<file path="src/rtl/imem_port_arbiter.sv">
// Single-port instruction-RAM arbiter: fetch stage vs program loader, round-robin on contention,
// byte-to-word address translation with misalignment/range rejection, one-cycle response path.
module imem_port_arbiter #(
  parameter int DEPTH = 1024,
  parameter int IDX_W = $clog2(DEPTH)
) (
  input  logic             clk,
  input  logic             rst_n,
  input  logic             f_req,
  input  logic [31:0]      f_addr,
  output logic             f_gnt,
  output logic             f_rvalid,
  output logic [31:0]      f_rdata,
  output logic             f_err,
  input  logic             l_req,
  input  logic             l_we,
  input  logic [31:0]      l_addr,
  input  logic [31:0]      l_wdata,
  output logic             l_gnt,
  output logic             l_rvalid,
  output logic [31:0]      l_rdata,
  output logic             l_err,
  output logic             mem_en,
  output logic             mem_we,
  output logic [IDX_W-1:0] mem_idx,
  output logic [31:0]      mem_wdata,
  input  logic [31:0]      mem_rdata
);

  typedef enum logic {
    OWN_FETCH  = 1'b0,
    OWN_LOADER = 1'b1
  } owner_e;

  // 31-bit compare keeps DEPTH = 2**30 representable.
  localparam logic [30:0] DEPTH_WORDS = 31'(DEPTH);

  owner_e      last_gnt, last_gnt_nxt;
  owner_e      resp_owner, resp_owner_nxt;
  logic        resp_valid, resp_valid_nxt;
  logic        resp_err, resp_err_nxt;
  logic        resp_wr, resp_wr_nxt;

  logic [31:0] sel_addr;
  logic        sel_bad;
  logic        gnt_any;

  always_comb begin
    // NOTE: every combinational output gets a default first, so no path can infer a latch.
    f_gnt          = 1'b0;
    l_gnt          = 1'b0;
    mem_en         = 1'b0;
    mem_we         = 1'b0;
    last_gnt_nxt   = last_gnt;
    resp_valid_nxt = 1'b0;
    resp_owner_nxt = OWN_FETCH;
    resp_err_nxt   = 1'b0;
    resp_wr_nxt    = 1'b0;

    // Under contention the requester that did not win last time goes first.
    if (rst_n) begin
      if (f_req && (!l_req || last_gnt == OWN_LOADER)) begin
        f_gnt = 1'b1;
      end else if (l_req) begin
        l_gnt = 1'b1;
      end
    end

    gnt_any  = f_gnt | l_gnt;
    sel_addr = l_gnt ? l_addr : f_addr;
    sel_bad  = (sel_addr[1:0] != 2'b00) || ({1'b0, sel_addr[31:2]} >= DEPTH_WORDS);

    if (gnt_any) begin
      mem_en         = !sel_bad;
      mem_we         = !sel_bad && l_gnt && l_we;
      last_gnt_nxt   = l_gnt ? OWN_LOADER : OWN_FETCH;
      resp_valid_nxt = 1'b1;
      resp_owner_nxt = l_gnt ? OWN_LOADER : OWN_FETCH;
      resp_err_nxt   = sel_bad;
      resp_wr_nxt    = l_gnt && l_we;
    end
  end

  assign mem_idx   = sel_addr[IDX_W+1:2];
  assign mem_wdata = l_wdata;

  always_ff @(posedge clk) begin
    // NOTE: registers use non-blocking assignments so each one samples pre-edge values.
    if (!rst_n) begin
      last_gnt   <= OWN_LOADER;
      resp_valid <= 1'b0;
      resp_owner <= OWN_FETCH;
      resp_err   <= 1'b0;
      resp_wr    <= 1'b0;
    end else begin
      last_gnt   <= last_gnt_nxt;
      resp_valid <= resp_valid_nxt;
      resp_owner <= resp_owner_nxt;
      resp_err   <= resp_err_nxt;
      resp_wr    <= resp_wr_nxt;
    end
  end

  // Read data is forwarded only for a good read; write acks and errors return zero.
  always_comb begin
    f_rvalid = resp_valid && (resp_owner == OWN_FETCH);
    l_rvalid = resp_valid && (resp_owner == OWN_LOADER);
    f_err    = f_rvalid && resp_err;
    l_err    = l_rvalid && resp_err;
    f_rdata  = (f_rvalid && !resp_err && !resp_wr) ? mem_rdata : 32'h0;
    l_rdata  = (l_rvalid && !resp_err && !resp_wr) ? mem_rdata : 32'h0;
  end

endmodule

</file>
<file path="config.mk">
export PLATFORM = sky130hd
export DESIGN_NAME = imem_port_arbiter
export DESIGN_NICKNAME = d
export VERILOG_FILES = /design/src/rtl/imem_port_arbiter.sv
export SDC_FILE = /design/constraint.sdc
export NUM_CORES = 1
export LEC_CHECK = 0
export ABC_CLOCK_PERIOD_IN_PS = 2650
export BUFFER_PORTS_ARGS = -buffer_cell sky130_fd_sc_hd__clkbuf_2
export CAP_MARGIN = 10
export CORE_AREA = 2 2 95 97
export CTS_CLUSTER_DIAMETER = 40
export DETAILED_ROUTE_END_ITERATION = 10
export DIE_AREA = 0 0 97 99
export GPL_ROUTABILITY_DRIVEN = 0
export SYNTH_ARGS = -nofsm -noshare
export SYNTH_HDL_FRONTEND = slang
export SYNTH_SLANG_ARGS = --single-unit
</file>
<file path="constraint.sdc">
create_clock -name clk -period 2.65 [get_ports clk]
set_input_delay 0 -clock clk [delete_from_list [all_inputs] [get_ports clk]]
set_output_delay 0 -clock clk [all_outputs]
set_load 0.1 [all_outputs]
</file>
Word-level counts from Yosys, hierarchy flattened

Cells that the tools add are included.
W data, S select, Z words.

$lt $le $gt $ge: 1
Muxes and demuxes: 12
Bitwise logic cells: 2
Reductions and logical operators: 20

Operators with widths:

| cell                   | number |
|---|---|
| $mux W32               | 3 |
| $ge A30 B11 Y1 const B | 1 |
| $logic_and A1 B1 Y1    | 12 |
| $mux W1                | 9 |
| $logic_not A1 Y1       | 4 |
| $logic_or A1 B1 Y1     | 2 |
| $reduce_and A2 Y1      | 1 |
| $reduce_bool A2 Y1     | 1 |
| $not A1 Y1             | 1 |
| $or A1 B1 Y1           | 1 |

Register bits after elaboration: 5
Input port bits: 133
Output and inout bits: 114
Word-level logic and storage cells: 40

Longest topological paths before layout

Word-level depth: 12
Depth in mapped cells: 6
Mapped depth without buffers: 4

Worst setup path before layout

Ideal clock, no wire load.

Path kind: flip-flop to output port
From: reg resp_valid
To: out f_rdata[10]
Arrival: 3158 ps
Required time: 2650 ps
Setup slack: -508 ps
Stages on the path, launching flop included: 5
Path buffers: 1
Path through: dfxtp_1 nor2b_1 nor3b_2 clkbuf_1 and2_1

Longest elaborated chain between the ends: 4

Ends and longest elaborated chain:

| item                              | RTL line | text |
|---|---|---|
| start, declared                   | 40       | `logic resp_valid, resp_valid_nxt;` |
| start signal, assigned            | 97       | `resp_valid <= resp_valid_nxt;` |
| $logic_and A1 B1 Y1               | 106      | `f_rvalid = resp_valid && (resp_owner == OWN_FETCH);` |
| net f_rvalid                      | 12       | `output logic f_rvalid,` |
| $logic_and A1 B1 Y1 (2 in series) | 110      | `f_rdata = (f_rvalid && !resp_err && !resp_wr) ? mem_rdata : 32'h0;` |
| $mux W32                          | 110      |  |
| end, declared                     | 13       | `output logic [31:0] f_rdata,` |

The timed path passes the listed nets, and every way through them passes these cells.

Final worst setup path

From: in rst_n
To: out mem_en

Longest elaborated chain between the ends: 6
Elaborated cells on any way between the ends: 9
Those cells by class: 1 x order compare; 4 x mux; 1 x bitwise; 3 x reduce/logical

Ends and longest elaborated chain:

| item                                                 | RTL line | text |
|---|---|---|
| start, declared                                      | 8        | `input logic rst_n,` |
| $mux W1                                              | 61       | `if (rst_n) begin` |
| $mux W32                                             | 70       | `sel_addr = l_gnt ? l_addr : f_addr;` |
| $ge A30 B11 Y1 or $reduce_bool A2 Y1 (tied branches) | 71       | `sel_bad = (sel_addr[1:0] != 2'b00) \|\| ({1'b0, sel_addr[31:2]} >= DEPTH_WORDS);` |
| $logic_or A1 B1 Y1                                   | 71       |  |
| $logic_not A1 Y1                                     | 74       | `mem_en = !sel_bad;` |
| $mux W1 *                                            | 73       | `if (gnt_any) begin` |
| end, declared                                        | 23       | `output logic mem_en,` |

Mark *: on every way between the ends. The rest lies on a longest branch, timed or not.

==> results.yml <==
status:
  status: "completed"
clock_network:
  cts_tree: "built"
  clk_path_buf_depth: 2
  clock_latency_ps: 220
  cts_root_buf: "clkbuf_8"
  htreeDepth: 1
  cts_sinks: 5
  ctsResizeCount: 0
  cts_made_buffers: 3
logic_synthesis:
  synth-main-ff-cell: "dfxtp_1"
  ys_ff_latch: 5
  synth_top_area_frac: 0.378
  synth_area_leaders: "and2_1 (38%), buf_4 (21%), dfxtp_1 (8.9%), mux2_2 (8.0%), nor4_1 (5.6%)"
  synth_compound_area_frac: 0.0178
  yosysSeqAreaShare: 0.0889
  postSynth.asyncResetShare: 0
  synth_cells: 158
  synth_top_family_by_area: "simple AND/OR/NAND/NOR gates"
  yosysTopAreaCell: "and2_1"
  yosys_warnings: 0
  syn-num-nets: 291
  syn_area_per_cell_um2: 7.13
  synth_cell_types: 21
  yosysMostFrequentCell: "and2_1"
  syn_area_um2: 1130
  ys_top_cells_by_count: "and2_1 (68), buf_4 (32), nor4_1 (10)"
  synth_adder_area_share: 0
  synth_edf_count: 0
  synth_xor_area_frac: 0
  synthMuxAreaShare: 0.100
  yosys.area_share.simple: 0.536
route:
  wire_per_inst_um: 11.8
  drc: 0
  postRouteAntennaNets: 0
  vias_per_cell: 3.81
  firstDrtPassIters: 4
  num_vias: 1583
  first_iter_violations: 19
  wl_um: 4910
setup_path:
  end_kind: "output port"
  crit_type: "in -> out"
  worstPathRequired_ps: 2650
  reg2reg_setup_slack_ps: 1300
  critPathArrivalTime_ps: 2080
  reg2reg_to: "resp_err"
  timing.rr.start: "last_gnt"
  start_kind: "primary input"
  reg2reg_depth: 4
  cp_max_fo: 14
global_route:
  grt_max_degree: 33
  grt.met2_usage: 0.193
  grt_use_met3: 0.0518
  grt_overflow: 0
  grt_first_pass_wirelength_um: 7480
  grt_util_all_layers: 0.0959
  antenna_found_initial: 1
  met1_usage: 0.0840
  grt_pass1_vias: 1504
  busiest_layer: "met2"
cells_and_area:
  nFillCells: 961
  area_delta_synth_final_pct: 75.1
  drive_gt1_frac: 0.655
  nets: 441
  fin_area_um2: 1970
sta:
  fin_crit_ps: 2080
  fmax_mhz: 480
  report.final.hold_viol_count: 0
  rsz0062_at_grt: "no"
  skew_ps: 6.12
  worst_pin_slew_ps: 594
  setup_violations: 0
  max_slew_margin: 0.606
  report.final.slew_viol_count: 0
  post-route-period-util: 0.786
  holdWs_ps: 0.0439
min_path:
  min_from: "l_wdata[15]"
  hold_path.class: "in -> out"
  holdPathEnd: "mem_wdata[15]"
  holdPathStages: 0
power:
  p_total_mw: 0.730
  p_per_area_nw_per_um2: 370
  p_leak_nw: 1.18
  ir_drop_uv: 106
floorplan:
  die_h_um: 99
  rows: 34
  io_pins: 247
  initial_core_util: 0.132
  core_region_area_um2: 8550
  die_x_um: 97
  fp.dieArea_um2: 9600
placed_design:
  io_buffers: 182
  place_area_um2: 1910
  hpwl_um: 4570
flow_run:
  maxCapViolCount: 0
-- per-stage QoR --
step	setup TNS [ps]	std cells	util	setup slack, ps
final	0	416	0.231	567
after global routing	0	415	0.230	467
after CTS	0	415	0.230	526
after detailed placement	0	410	0.224	879
after global placement	0	410	0.224	957
after floorplan	-16.3	158	-	-16.3
-- final cells by class --
| class | instances | area [um2] | area share |
|---|---|---|---|
| Timing Repair Buffer | 185 | 936 | 0.475 |
| Multi-Input combinational cell | 110 | 742 | 0.376 |
| Tap cell | 108 | 135 | 0.0685 |
| Sequential cell | 5 | 100 | 0.0508 |
| Clock buffer | 4 | 45.0 | 0.0228 |
| Inverter | 3 | 11.3 | 0.00571 |
| Antenna cell | 1 | 2.50 | 0.00127 |
-- flip-flops by register name, summed over array words and instances (netlist names) --
signal      count
resp_valid      1
resp_wr         1
resp_owner      1
resp_err        1
last_gnt        1
-- cell usage in the layout, fill, tap and decap left out, types with 2 or more instances in the layout --
master	Yosys	final
nand4_1	2	2
and3_1	2	2
mux2_1	2	2
nor2_1	3	3
nor3b_2	2	2
inv_1	3	3
and2_1	68	68
nand2_1	5	5
clkbuf_2	0	182
nor4_1	10	10
buf_4	32	2
mux2_2	8	8
dfxtp_1	5	5
o21ai_0	2	2
clkbuf_8	0	3
-- worst max-delay path, cell delays in order --
cell and delay (ps):
dlygate4sd3_1 540, clkbuf_2 130, and2_1 140, and2_4 220, or3_4 410, a21oi_2 150
clkbuf_2 480
-- metal layers --
layer  share of wire  wire, um
met4          0.0039        19
met3            0.18       875
met1            0.29      1420
met5               0         0
met2            0.53      2600
-- logic make-up after synthesis --
family	Yosys count
flip-flops	5
AO/OA/AOI/OAI	4
buffers and inverters	43
AND/OR/NAND/NOR	96
multiplexers	10
-- worst max path at each step --
stage,from,to,slack [ps],cells past startpoint
after global placement,resp_valid,f_rdata[7],960,5
after detailed placement,resp_valid,f_rdata[13],880,5
after global routing,resp_valid,f_rdata[31],470,5
final,rst_n,mem_en,570,7
after CTS,rst_n,mem_en,530,7
after floorplan,last_gnt,mem_we,-20,6
-- report_power, final --
group          internal (mW)  switching [mW]  total, mW
clock network          0.103          0.0388      0.142
registers             0.0802         0.00356     0.0838
logic                  0.113           0.391      0.504
total                  0.297           0.433      0.730
-- what timing repair did --
item | in CTS | in global routing
buffers inserted | 0 | 0
hold endpoints to repair | 1 | 0
hold buffers | 1 | 0
(Power assumes the default switching activity.)
